## src/rtl/pulse_conditioner.sv

```systemverilog
// pulse_conditioner: synchronises an asynchronous detector input, rejects glitches
// shorter than FILTER_LEN cycles, emits one 1-cycle pulse per accepted event and
// enforces a dead-time afterwards. Accepted events are counted, saturating.
// Optional feature macro: PULSE_COND_REJECT_CNT_EN adds the reject_count port and
// its counter; without it the block is otherwise identical.
module pulse_conditioner #(
    parameter int SYNC_STAGES = 2,
    parameter int FILTER_LEN  = 3,
    parameter int DEADTIME    = 20,
    parameter int INVERT      = 1,
    parameter int COUNT_W     = 32
) (
    input  logic               clk,
    input  logic               rst,
    input  logic               signal_in,
    input  logic               enable,
    input  logic               count_clear,
    output logic               pulse_out,
    output logic               busy,
    output logic [COUNT_W-1:0] event_count
`ifdef PULSE_COND_REJECT_CNT_EN
    ,
    output logic [COUNT_W-1:0] reject_count
`endif
);

    typedef enum logic [1:0] {
        IDLE    = 2'd0,
        QUALIFY = 2'd1,
        HOLDOFF = 2'd2,
        REARM   = 2'd3
    } state_t;

    localparam int QW = $clog2(FILTER_LEN + 1);
    localparam int DW = $clog2(DEADTIME + 1);
    localparam logic [QW-1:0]      QUAL_LAST = QW'(FILTER_LEN - 1);
    localparam logic [DW-1:0]      DEAD_LAST = DW'(DEADTIME - 1);
    localparam logic               INV       = 1'(INVERT);
    localparam logic [COUNT_W-1:0] CNT_MAX   = {COUNT_W{1'b1}};

    logic [SYNC_STAGES-1:0] r_rst_sync;
    logic [SYNC_STAGES-1:0] r_sync;
    state_t                 r_state;
    logic [QW-1:0]          r_qual_cnt;
    logic [DW-1:0]          r_dead_cnt;
    logic                   r_pulse;
    logic [COUNT_W-1:0]     r_event_count;

    logic                   w_rst_n;
    logic                   w_s;
    state_t                 w_state_next;
    logic [QW-1:0]          w_qual_next;
    logic [DW-1:0]          w_dead_next;
    logic                   w_pulse_next;
    logic                   w_reject;

    // Reset release is delayed by SYNC_STAGES clocks so that the input chain, which
    // leaves reset on the raw rst, already holds the live input when the FSM starts;
    // the FSM therefore never sees the all-zero reset contents as a phantom event.
    always_ff @(posedge clk or negedge rst) begin
        // NOTE: sequential state uses non-blocking assignments so every flop samples
        // pre-edge values regardless of statement order.
        if (!rst) r_rst_sync <= '0;
        else      r_rst_sync <= {r_rst_sync[SYNC_STAGES-2:0], 1'b1};
    end

    assign w_rst_n = r_rst_sync[SYNC_STAGES-1];

    // Input synchroniser chain for the asynchronous detector level.
    always_ff @(posedge clk or negedge rst) begin
        if (!rst) r_sync <= '0;
        else      r_sync <= {r_sync[SYNC_STAGES-2:0], signal_in};
    end

    assign w_s = r_sync[SYNC_STAGES-1] ^ INV;

    // FSM state and counter registers.
    always_ff @(posedge clk or negedge w_rst_n) begin
        if (!w_rst_n) begin
            r_state    <= IDLE;
            r_qual_cnt <= '0;
            r_dead_cnt <= '0;
            r_pulse    <= 1'b0;
        end else begin
            r_state    <= w_state_next;
            r_qual_cnt <= w_qual_next;
            r_dead_cnt <= w_dead_next;
            r_pulse    <= w_pulse_next;
        end
    end

    // Next-state logic; enable=0 overrides everything and abandons the event.
    always_comb begin
        // NOTE: every output of this block gets a default first, so no path can
        // leave a value unassigned and infer a latch.
        w_state_next = r_state;
        w_qual_next  = r_qual_cnt;
        w_dead_next  = r_dead_cnt;
        w_reject     = 1'b0;
        if (!enable) begin
            w_state_next = IDLE;
            w_qual_next  = '0;
            w_dead_next  = '0;
        end else begin
            unique case (r_state)
                IDLE: begin
                    if (w_s) begin
                        if (FILTER_LEN == 1) begin
                            w_state_next = HOLDOFF;
                            w_dead_next  = '0;
                        end else begin
                            w_state_next = QUALIFY;
                            w_qual_next  = QW'(1);
                        end
                    end
                end
                QUALIFY: begin
                    if (!w_s) begin
                        w_state_next = IDLE;
                        w_qual_next  = '0;
                        w_reject     = 1'b1;
                    end else if (r_qual_cnt == QUAL_LAST) begin
                        w_state_next = HOLDOFF;
                        w_dead_next  = '0;
                    end else begin
                        w_qual_next = r_qual_cnt + QW'(1);
                    end
                end
                HOLDOFF: begin
                    if (r_dead_cnt == DEAD_LAST) w_state_next = REARM;
                    else                         w_dead_next  = r_dead_cnt + DW'(1);
                end
                REARM: begin
                    if (!w_s) w_state_next = IDLE;
                end
                default: w_state_next = IDLE;
            endcase
        end
    end

    // The pulse is registered: it is high exactly in the first HOLDOFF cycle.
    assign w_pulse_next = (w_state_next == HOLDOFF) && (r_state != HOLDOFF);

    // Accepted-event counter; it steps on the same edge that raises pulse_out.
    always_ff @(posedge clk or negedge w_rst_n) begin
        if (!w_rst_n)                                r_event_count <= '0;
        else if (count_clear)                        r_event_count <= '0;
        else if (w_pulse_next && r_event_count != CNT_MAX) r_event_count <= r_event_count + 1'b1;
    end

`ifdef PULSE_COND_REJECT_CNT_EN
    logic [COUNT_W-1:0] r_reject_count;

    // Glitch counter; only aborts caused by the input dropping are counted.
    always_ff @(posedge clk or negedge w_rst_n) begin
        if (!w_rst_n)                                r_reject_count <= '0;
        else if (count_clear)                        r_reject_count <= '0;
        else if (w_reject && r_reject_count != CNT_MAX) r_reject_count <= r_reject_count + 1'b1;
    end

    assign reject_count = r_reject_count;
`endif

    assign pulse_out   = r_pulse;
    assign busy        = (r_state != IDLE);
    assign event_count = r_event_count;

endmodule
```

## config.mk

```make
export PLATFORM = sky130hd
export DESIGN_NAME = pulse_conditioner
export DESIGN_NICKNAME = d
export VERILOG_FILES = /design/src/rtl/pulse_conditioner.sv
export SDC_FILE = /design/constraint.sdc
export NUM_CORES = 1
export LEC_CHECK = 0
export ABC_AREA = 1
export BUFFER_PORTS_ARGS = -buffer_cell sky130_fd_sc_hd__buf_2
export CORE_MARGIN = 4
export CORE_UTILIZATION = 30
export DETAILED_ROUTE_END_ITERATION = 10
export GPL_TIMING_DRIVEN = 0
export SLEW_MARGIN = 15
export SYNTH_ARGS = -nofsm -noshare
export SYNTH_HDL_FRONTEND = slang
export SYNTH_SLANG_ARGS = --single-unit
```

## constraint.sdc

```tcl
create_clock -name clk -period 3.2 [get_ports clk]
set_input_delay 0.16 -clock clk [delete_from_list [all_inputs] [get_ports clk]]
set_output_delay 0.16 -clock clk [all_outputs]
set_load 0.1 [all_outputs]
```

---- Word level (Yosys, flattened, before mapping) ----
Index checks and enable logic that the tools add are counted.
word-level totals
  bits in registers ....................... 46
  bits of input ports ..................... 5
  output and inout bits ................... 34
  word-level logic and storage cells ...... 51
operators by class
  add/sub/neg operators ................... 3
  equal/unequal tests ..................... 15
  mux-type cells .......................... 19
  reductions and logical operators ........ 7
operators with widths
  kind                                                                     count
  32-bit two-way mux                                                       2
  32-bit by 1-bit adder with 32-bit output, second input constant          1
  32-bit inequality test, second input constant                            1
  2-bit two-way mux                                                        10
  5-bit two-way mux                                                        4
  3-bit inequality test, second input constant                             4
  5-bit one-hot mux with 2 select lines                                    1
  2-bit == test, second input constant                                     4
  2-bit one-hot mux with 4 select lines                                    1
  3-bit by 1-bit inequality test with 1-bit output, second input constant  2
  5-bit by 1-bit adder with 5-bit output, second input constant            1
  5-bit == test, second input constant                                     1
  4-bit inequality test, second input constant                             1
  2-bit one-hot mux with 2 select lines                                    1
  4-bit AND reduction                                                      1
  2-bit nonzero test                                                       2
  3-bit AND reduction                                                      1
  2-bit by 1-bit adder with 2-bit output, second input constant            1
  2-bit by 1-bit == test with 1-bit output, second input constant          1
  1-bit logical AND                                                        2
  2-bit logical NOT                                                        1
  2-bit inequality test, second input constant                             1

---- Depth between registers and ports, before layout ----
Gate-level depths: netlist of run 1.
  depth in word-level cells ............... 10
  gate-level depth with buffers ........... 13
  gate-level depth less buffers ........... 11

---- Least setup slack after synthesis of run 1 ----
OpenSTA, ideal clock, no wires.
  path type ............................... reg-to-reg
  start point ............................. register r_event_count[0], in the netlist event_count[0]
  end point ............................... register r_event_count[3], in the netlist event_count[3]
  setup time .............................. 67 ps
  arrival time ............................ 2417 ps
  required time ........................... 3133 ps
  path slack .............................. 716 ps
  stages on the path, launching flop included .. 14
  path buffers ............................ 2
  period minus slack after synthesis ...... 2484 ps
  path through ............................ dfrtp_1 > ha_1 > inv_2 > nor2_4 > nand2_2 > nor2_4 > nand2_4 > nand2_2 > nand2_4 > clkinv_2 > buf_6 > buf_8 > nand2_1 > nand2_1
on the way
  cells in the longest elaborated chain, start to end .. 3
  elaborated cells between the ends (all ways) .. 6
  those cells by class .................... add/sub: 1; eq/ne: 1; mux: 2; reduce/logical: 2
ends and longest elaborated chain
  what                                                                                       line  source
  from (decl)                                                                                47    logic [COUNT_W-1:0] r_event_count;
  from (signal assigned)                                                                     148   else if (w_pulse_next && r_event_count != CNT_MAX) r_event_count <= r_event_count + 1'b1;
  32-bit by 1-bit adder with 32-bit output / 32-bit inequality test (equally long branches)  148
  32-bit two-way mux / 1-bit logical AND (equally long branches)                             148
  32-bit two-way mux / 2-bit nonzero test (equally long branches)                            -
Several ways; a longest one is shown, not always the timed one. The select of a mux whose other input is x is not followed.
A chain may end at the register's enable or synchronous reset.

---- Worst setup path in the final report of run 1 ----
  start point ............................. register r_event_count[0], in the netlist event_count[0]
  end point ............................... register r_event_count[8], in the netlist event_count[8]
Same word-level chain as after synthesis.

==> impl_metrics.yaml, run 1 <==
run_status:
  status: "finished clean"
sta:
  period_needed_ns: 2.036
  worst_slew_pin_slew_ns: 0.5538
  tns_ns: 0
  finalHoldViolations: 0
  slew_violations: 0
  clock.fmax_mhz: 491.2
  slew_headroom_pct: 63.08
  skew_ns: 0.004207
  post-route-period-util_pct: 63.61
  setup-violations-final: 0
  rsz0062_at_grt: "no"
global_route:
  antenna_found_initial: 0
  gr-max-usage-layer: "met2"
  grt_pass1_vias: 2680
  grt_start_max_net_pins: 23
  gr-usage-met3_pct: 2.224
  grt_remaining_overflow: 0
  met2_usage_pct: 24.82
  grt_usage_pct: 14.51
  grt_use_met1_pct: 19.65
  grt_pass1_wl_mm: 13.08
synthesis:
  ys_seq_elements: 46
  synth_largest_area_cell: "dfrtp_1"
  ys_top_cells_by_area: "dfrtp_1 (41%), nand2_1 (22%), nor2_1 (8.5%)"
  syn_area_per_cell_um2: 6.796
  ys_warn_count: 0
  ys_types: 30
  synth_top_area_share_pct: 40.62
  netlist_instances: 417
  ys_seq_area_share_pct: 40.62
  syn-num-nets: 425
  synthesis.area_mm2: 0.002834
setup_path:
  critical_path.startpoint_type: "flop"
  r2r_slack_ns: 1.16
  rr_startpoint: "event_count[0]$_DFFE_PN0P_"
  slowest_delay_ns: 0.42
  cp_num_cells: 13
  path_cells: "ha_1 -> inv_2 -> nor2_4 -> nand2_2 -> nor2_4 -> nand2_4 -> nand2_2 -> nand2_4 -> clkinv_2 -> buf_6 -> buf_8 -> nand2_1 -> nand2_1"
  path_class: "reg2reg"
  crit_slowest_cell: "dfrtp_1"
  r2r-end: "event_count[8]$_DFFE_PN0P_"
  critPathBufInv: 4
  critPathArrivalTime_ns: 2.27
  crit_fanout: 10
  end_kind: "flop"
  crit_required_ns: 3.44
  worst_r2r_path_depth: 13
  cp_top_family: "simple AND/OR/NAND/NOR gates"
route:
  drt_pass1_iterations: 5
  final_antenna_net_count: 0
  wirelength_mm: 7.685
  num_vias: 2722
  drt-wirelength-per-cell_um: 13.34
  viasPerCell: 4.726
  drtIter0Drc: 149
  drc: 0
power_and_ir_drop:
  p_comb_share_pct: 6.3
  clkPwrFrac_pct: 35.9
  power_mw: 1.032
  p_sw_uw: 252.0
  vdd.ir_drop.worst_mv: 0.1456
  internal_power_uw: 779.6
  leakage_nw: 1.624
  seqPwrFrac_pct: 57.8
  p_per_area_mw_per_mm2: 312.8
  swShare_pct: 24.42
min_path:
  hp-class: "in2async"
cells_and_area:
  regArea_mm2: 0.001152
  final_cell_mix: "nand2_1 (164), nor2_1 (64), dfrtp_1 (45), buf_2 (40), inv_1 (35)"
  final_util_pct: 35.86
  fillers: 1012
  diodes: 0
  drive_gt1_share_pct: 14.62
  final_net_count: 472
  area_delta_synth_final_pct: 16.38
  fin_area_mm2: 0.003298
  multiInputGateArea_mm2: 0.001486
  instances_no_fill: 576
  final_common_cell: "nand2_1"
run:
  maxCapViolCount: 0
clock_network:
  cts_setup_buffers: 0
  cts_sinks: 46
  clkTransAtPathRegs_ns: 0.09
  cts_inserted_buffers: 5
  h-tree-depth: 2
  clk_latency_ns: 0.29
  cts_tree: "built"
  cts_buffer_depth: 2
  ctsRootBufferMaster: "clkbuf_8"
floorplanning:
  die_w_um: 105.2
  coreArea_mm2: 0.009196
  ios: 39
  row_count: 35
  die_y_um: 105.2
  die_area_mm2: 0.01107
  start_util_pct: 30.82
place:
  dpl.hpwl_mm: 6.024
  port_buffers: 37
  dp.cells: 566
  detailed_place.area_mm2: 0.003187
  globalplace.congestion: 0.8728
==> synth_stat cells <==
| cell type | count |
|---|---|
| nor3_1 | 3 |
| nand3_1 | 29 |
| inv_2 | 1 |
| o31ai_1 | 2 |
| nand2_1 | 164 |
| nand4_1 | 19 |
| inv_1 | 35 |
| o21ai_0 | 5 |
| a31oi_1 | 2 |
| buf_8 | 1 |
| nor2_4 | 3 |
| nand2_4 | 2 |
| a211oi_1 | 1 |
| o21a_1 | 1 |
| nor2_2 | 3 |
| buf_2 | 3 |
| xor2_1 | 8 |
| ha_1 | 3 |
| nor2_1 | 64 |
| dfrtp_1 | 46 |
| conb_1 | 1 |
| or2_2 | 4 |
| a21oi_1 | 5 |
| clkinv_2 | 1 |
| clkinv_1 | 1 |
| clkbuf_1 | 3 |
| xnor2_1 | 3 |
| nand2_2 | 2 |
| buf_6 | 1 |
| a21oi_2 | 1 |
==> area by class of cell <==
cell class                      count  area share [%]
Clock inverter                      1          0.1517
Timing Repair Buffer               40           7.056
Buffer                              8           1.593
Tap cell                          111           4.211
Clock buffer                        7           2.618
Inverter                           38           4.363
Multi-Input combinational cell    325           45.07
Sequential cell                    46           34.94
==> what timing repair did <==
item	CTS	global route
setup endpoints to repair	0	0
resized for setup	0	0
hold endpoints to repair	5	0
hold buffers	2	0
==> power by group through the flow <==
stage / sequential, mW / combinational [mW] / clock, mW
detailed placement: 0.608 / 0.0638 / 0
finish: 0.597 / 0.0646 / 0.371
floorplan: 0.608 / 0.0401 / 0
global route: 0.598 / 0.0720 / 0.415
global placement: 0.612 / 0.0527 / 0
CTS: 0.597 / 0.0657 / 0.389
==> through the flow <==
stage	setup WS, ns	hold slack [ns]
detailed placement	1.142	-0.03343
floorplan	0.7160	-0.1356
global route	0.9641	0.1936
global placement	1.173	-0.03702
CTS	1.124	0.1840
finish	1.164	0.1898
==> worst register-to-register path, stage by stage (launching register included) <==
cell,delay (ns)
dfrtp_1,0.42
ha_1,0.33
inv_2,0.07
nor2_4,0.16
nand2_2,0.12
nor2_4,0.18
nand2_4,0.08
nand2_2,0.08
nand2_4,0.08
clkinv_2,0.07
buf_6,0.14
buf_8,0.14
nand2_1,0.06
nand2_1,0.06
==> registers in the layout, summed over array words and instances, names as in the netlist <==
name and flops:
r_dead_cnt 5, r_sync 2, r_rst_sync 2, r_state 2, r_qual_cnt 2, event_count 32, pulse_out 1
==> worst max-delay path by stage <==
stage / start / to / slack (ns)
6_report: event_count[0]$_DFFE_PN0P_ / event_count[8]$_DFFE_PN0P_ / 1.16
4_1_cts: event_count[0]$_DFFE_PN0P_ / event_count[8]$_DFFE_PN0P_ / 1.12
5_1_grt: event_count[0]$_DFFE_PN0P_ / event_count[3]$_DFFE_PN0P_ / 0.96
3_3_place_gp: event_count[0]$_DFFE_PN0P_ / event_count[13]$_DFFE_PN0P_ / 1.17
3_5_place_dp: event_count[0]$_DFFE_PN0P_ / event_count[8]$_DFFE_PN0P_ / 1.14
2_1_floorplan: event_count[0]$_DFFE_PN0P_ / event_count[3]$_DFFE_PN0P_ / 0.72
==> cell families (layout without fill, tap and decap cells) <==
group                    after synthesis  after routing  synth area share, %
AND/OR/NAND/NOR                      293            293                44.02
AO/OA/AOI/OAI                         17             17                3.576
other                                  1              1               0.1323
buffers and inverters                 46             94                6.931
flip-flops                            46             46                40.62
adder cells (fa/ha/maj)                3              3                1.325
XOR/XNOR                              11             11                3.400
==> per-layer routing <==
layer | up-vias | routed length [um] | part of all wire [%]
met5 | - | 0 | 0
met4 | 0 | 34 | 0.44
met3 | 4 | 208 | 2.7
met2 | 45 | 3651 | 48
met1 | 1266 | 3791 | 49
li1 | 1407 | - | -
(Power assumes the default switching activity.)
==> inputs of run 2 (changes only) <==
Clock period 3.2 ns to 1.7 ns, I/O delays scaled along.
==> run 2 against run 1 <==
- non-clock buffer count grew 36
- clock power grew to 2.8 times the previous value
- power grew 120%
- critical endpoint is now event_count[27]$_DFFE_PN0P_
==> impl_metrics.yaml, run 2 (synthesis gave the netlist of run 1 again) <==
run_status:
  status: "finished clean"
power_and_ir_drop:
  swShare_pct: 22.59
  internal_power_mw: 1.791
  leakage_nw: 1.827
  p_comb_share_pct: 7.3
  p_sw_uw: 522.7
  power_mw: 2.314
  p_per_area_mw_per_mm2: 586.8
  vdd.ir_drop.worst_mv: 0.3187
  clkPwrFrac_pct: 44.6
  seqPwrFrac_pct: 48.2
route:
  viasPerCell: 4.776
  drtIter0Drc: 136
  drc: 0
  drt-wirelength-per-cell_um: 14.00
  num_vias: 2923
  drt_pass1_iterations: 4
  final_antenna_net_count: 0
  wirelength_mm: 8.568
floorplanning:
  coreArea_mm2: 0.009196
  row_count: 35
  ios: 39
  die_y_um: 105.2
  die_w_um: 105.2
  start_util_pct: 30.82
  die_area_mm2: 0.01107
setup_path:
  slowest_delay_ns: 0.51
  crit_fanout: 6
  critPathBufInv: 4
  critical_path.startpoint_type: "flop"
  crit_required_ns: 1.94
  critPathArrivalTime_ns: 1.93
  path_cells: "ha_4 -> inv_2 -> nor2_4 -> nand2_4 -> nor2_4 -> buf_6 -> a21oi_4 -> buf_12 -> buf_6 -> nand4_1 -> nand2_1"
  crit_slowest_cell: "dfrtp_4"
  path_class: "reg2reg"
  end_kind: "flop"
  cp_top_family: "flip-flops"
sta:
  finalHoldViolations: 0
  setup-violations-final: 0
  slew_headroom_pct: 62.94
  post-route-period-util_pct: 99.38
  worst_slew_pin_slew_ns: 0.5558
  skew_ns: 0.01757
  whs_ns: 0.1044
  clock.fmax_mhz: 591.9
  period_needed_ns: 1.689
  slew_violations: 0
  rsz0062_at_grt: "yes"
clock_network:
  cts_sinks: 46
  cts_tree: "built"
  clk_latency_ns: 0.32
  h-tree-depth: 2
  cts_inserted_buffers: 5
  clkTransAtPathRegs_ns: 0.10
  cts_buffer_depth: 2
  ctsRootBufferMaster: "clkbuf_8"
place:
  dp.cells: 566
  dpl.hpwl_mm: 6.013
  globalplace.congestion: 0.9085
  port_buffers: 37
  detailed_place.area_mm2: 0.003291
min_path:
  hp-class: "in2async"
cells_and_area:
  final_cell_mix: "nand2_1 (148), nor2_1 (55), buf_2 (37), inv_1 (34), buf_4 (28)"
  drive_gt1_share_pct: 33.33
  multiInputGateArea_mm2: 0.001622
  area_delta_synth_final_pct: 39.16
  instances_no_fill: 612
  fin_area_mm2: 0.003944
  fillers: 943
  regArea_mm2: 0.001237
  final_net_count: 508
  largest_reg_flops: 32
  diodes: 0
  final_common_cell: "nand2_1"
global_route:
  grt_usage_pct: 15.37
  met2_usage_pct: 26.32
  grt_remaining_overflow: 0
  grt_pass1_vias: 2919
  antenna_found_initial: 0
  grt_start_max_net_pins: 35
  gr-max-usage-layer: "met2"
  grt_pass1_wl_mm: 13.94
  gr-usage-met3_pct: 2.409
  grt_use_met1_pct: 20.21
run:
  maxCapViolCount: 0
-- run 2: changes by cell type in the layout (fill, tap and decap cells not counted), moves of 3 or more --
cell	before	now
nor2_1	64	55
dfrtp_2	1	15
nor2_2	3	6
nand2_1	164	148
buf_6	1	5
nor2_4	3	9
buf_4	0	28
dfrtp_1	45	13
buf_12	0	3
buf_2	40	37
nand2_2	2	16
buf_8	1	4
dfrtp_4	0	18
-- run 2: timing repair --
item / in CTS / in global routing
hold buffers: 2 / 0
resized for setup: 15 / 38
gates cloned: 1 / 3
setup endpoints to repair: 29 / 33
pin swaps: 5 / 13
buffers inserted: 15 / 17
hold endpoints to repair: 5 / 0
-- run 2: per-stage QoR --
| step | util, % | worst slack (ns) | setup TNS [ns] |
|---|---|---|---|
| floorplan | - | -0.1768 | -3.742 |
| global placement | 35.55 | -0.4266 | -16.94 |
| detailed placement | 35.78 | -0.2010 | -4.102 |
| CTS | 39.59 | -0.005988 | -0.005988 |
| global route | 42.88 | -0.1079 | -1.865 |
| finish | 42.88 | 0.01057 | 0 |
-- run 2: per-layer routing --
metal / vias up / part of all wire [%]
met5: - / 0
met4: 0 / 1.5
met3: 9 / 3.8
met2: 59 / 49
met1: 1376 / 46
li1: 1479 / -
-- run 2: path summary, 6_finish.rpt --
kind / startpoint / endpoint / slack [ns] / depth (start not counted)
worst max-delay path: event_count[0]$_DFFE_PN0P_ / event_count[27]$_DFFE_PN0P_ / 0.01 / 11
worst min-delay path: rst / r_rst_sync[0]$_DFF_PN0_ / 0.10 / 2
worst max register to register: event_count[0]$_DFFE_PN0P_ / event_count[27]$_DFFE_PN0P_ / 0.01 / 11
worst min register to register: r_rst_sync[1]$_DFF_PN0_ / r_state[1]$_DFF_PN0_ / 0.13 / 0
max in group asynchronous: r_rst_sync[1]$_DFF_PN0_ / event_count[13]$_DFFE_PN0P_ / 1.09 / 1
min in group clk: count_clear / event_count[20]$_DFFE_PN0P_ / 0.13 / 2
-- run 2: final cells by class --
class                           count  area share, %
Clock buffer                        6          2.094
Multi-Input combinational cell    325          41.12
Tap cell                          111          3.522
Inverter                           38          3.744
Sequential cell                    46          31.38
Buffer                              8          1.904
Timing Repair Buffer               76          14.72
Clock inverter                      2          1.523
-- run 2: power by group through the flow --
stage / Clock (mW) / Sequential [mW] / Combinational [mW]
2_1_floorplan: 0 / 1.15 / 0.0773
3_3_place_gp: 0 / 1.15 / 0.102
3_5_place_dp: 0 / 1.14 / 0.127
4_1_cts: 1.04 / 1.12 / 0.148
5_1_grt: 1.08 / 1.12 / 0.184
6_report: 1.03 / 1.11 / 0.168
==> inputs of run 3 (changes only) <==
Clock period 1.7 ns to 2 ns, I/O delays scaled along.
==> run 3 against run 2 <==
- wire length fell by 10%
- via count fell by 5.3%
- highest routed layer unchanged
- utilization fell by 5.8 points
- cell count fell by 5.6%
- first-iteration DRC count fell by 11%
- global-route usage fell by 0.73 points
==> impl_metrics.yaml, run 3 (synthesis gave the netlist of run 1 again) <==
run_status:
  status: "finished clean"
cells_and_area:
  final_util_pct: 37.12
  regArea_mm2: 0.001197
  final_cell_mix: "nand2_1 (164), nor2_1 (64), buf_2 (37), inv_1 (35), dfrtp_2 (31)"
  final_net_count: 474
  multiInputGateArea_mm2: 0.001511
  final_common_cell: "nand2_1"
  area_delta_synth_final_pct: 20.44
  diodes: 0
  drive_gt1_share_pct: 22.27
  fin_area_mm2: 0.003413
  largest_reg_flops: 32
  fillers: 1003
route:
  final_antenna_net_count: 0
  viasPerCell: 4.789
  num_vias: 2768
  wirelength_mm: 7.691
  drc: 0
  drtIter0Drc: 121
  drt-wirelength-per-cell_um: 13.31
  drt_pass1_iterations: 7
setup_path:
  critPathBufInv: 4
  crit_required_ns: 2.24
  slowest_delay_ns: 0.46
  rr_startpoint: "event_count[0]$_DFFE_PN0P_"
  r2r_slack_ns: 0.14
  worst_r2r_path_depth: 13
  crit_slowest_cell: "dfrtp_4"
  cp_num_cells: 13
  path_class: "reg2reg"
  cp_top_family: "simple AND/OR/NAND/NOR gates"
  critical_path.startpoint_type: "flop"
  crit_top_cell: "nand2_4"
  path_cells: "ha_4 -> inv_2 -> nor2_4 -> nand2_4 -> nor2_4 -> nand2_4 -> nand2_2 -> nand2_4 -> clkinv_2 -> buf_6 -> buf_8 -> nand2_1 -> nand2_1"
  startpoint: "event_count[0]$_DFFE_PN0P_"
  r2r-end: "event_count[13]$_DFFE_PN0P_"
  crit_fanout: 10
  endpoint: "event_count[13]$_DFFE_PN0P_"
  critPathArrivalTime_ns: 2.10
  end_kind: "flop"
place:
  pre_cts_slack_ns: 0.08756
  detailed_place.area_mm2: 0.003237
  port_buffers: 37
  dpl.hpwl_mm: 6.030
  globalplace.congestion: 0.9409
power_and_ir_drop:
  p_per_area_mw_per_mm2: 511.8
  leakage_nw: 1.604
  power_mw: 1.747
  vdd.ir_drop.worst_mv: 0.2617
floorplanning:
  die_area_mm2: 0.01107
  ios: 39
  start_util_pct: 30.82
  die_y_um: 105.2
  row_count: 35
  coreArea_mm2: 0.009196
  die_w_um: 105.2
run:
  maxCapViolCount: 0
sta:
  setup-violations-final: 0
  slew_violations: 0
  period_needed_ns: 1.860
  rsz0062_at_grt: "no"
  slew_headroom_pct: 64.54
  post-route-period-util_pct: 93.02
  clock.fmax_mhz: 537.5
  tns_ns: 0
  worst_slack_ns: 0.1396
  finalHoldViolations: 0
  skew_ns: 0.007299
  worst_slew_pin_slew_ns: 0.5319
clock_network:
  cts_tree: "built"
  clk_latency_ns: 0.30
  cts_sinks: 46
  cts_buffer_depth: 2
  cts_inserted_buffers: 5
  h-tree-depth: 2
  ctsRootBufferMaster: "clkbuf_8"
  clkTransAtPathRegs_ns: 0.09
global_route:
  antenna_found_initial: 0
  grt_usage_pct: 14.64
  grt_start_max_net_pins: 34
  grt_pass1_vias: 2635
  grt_remaining_overflow: 0
  grt_pass1_wl_mm: 13.16
min_path:
  hp-class: "in2async"
run 3: per-stage QoR:
step,cells,hold slack (ns)
after floorplan,417,-0.1956
after global placement,565,-0.09521
after detailed placement,566,-0.09395
after CTS,576,0.1136
after global routing,578,0.1140
final,578,0.1129
run 3: where the power goes:
part / switching, mW / internal, mW
Sequential: 0.0102 / 0.938
Clock: 0.324 / 0.368
Combinational: 0.0776 / 0.0288
run 3: area by class of cell:
type,instances,share of cell area [%]
Tap cell,111,4.069
Inverter,38,4.216
Timing Repair Buffer,42,7.405
Buffer,8,1.760
Multi-Input combinational cell,325,44.28
Sequential cell,46,35.08
Clock inverter,3,1.173
Clock buffer,5,2.016
run 3: worst min-delay path by stage:
| stage | start | to | slack, ns |
|---|---|---|---|
| after floorplan | rst | r_rst_sync[0]$_DFF_PN0_ | -0.20 |
| after global placement | rst | r_rst_sync[1]$_DFF_PN0_ | -0.1 |
| after detailed placement | rst | r_sync[1]$_DFF_PN0_ | -0.09 |
| after CTS | rst | r_rst_sync[1]$_DFF_PN0_ | 0.11 |
| after global routing | rst | r_rst_sync[1]$_DFF_PN0_ | 0.11 |
| final | rst | r_rst_sync[1]$_DFF_PN0_ | 0.11 |
run 3: worst register-to-register path, delay by kind of cell, from the launching register on:
family | cells | cell delay [ns]
AND/OR/NAND/NOR | 8 | 0.75
flip-flops | 1 | 0.46
buffers and inverters | 4 | 0.40
adder cells (fa/ha/maj) | 1 | 0.19
run 3: routing by layer:
metal / share of wire, % / wire length (um) / global-route usage [%] / vias up
met5: 0 / 0 / 0 / -
met1: 48 / 3688 / 20.42 / 1271
met4: 1.6 / 125 / 3.561 / 0
met3: 5.5 / 420 / 2.656 / 10
met2: 45 / 3456 / 23.41 / 77
li1: - / - / - / 1410
run 3: repair_timing:
action,CTS,global route
hold buffers,2,0
buffers inserted,0,2
hold endpoints to repair,5,0
setup endpoints to repair,0,29
gates resized for setup,0,7
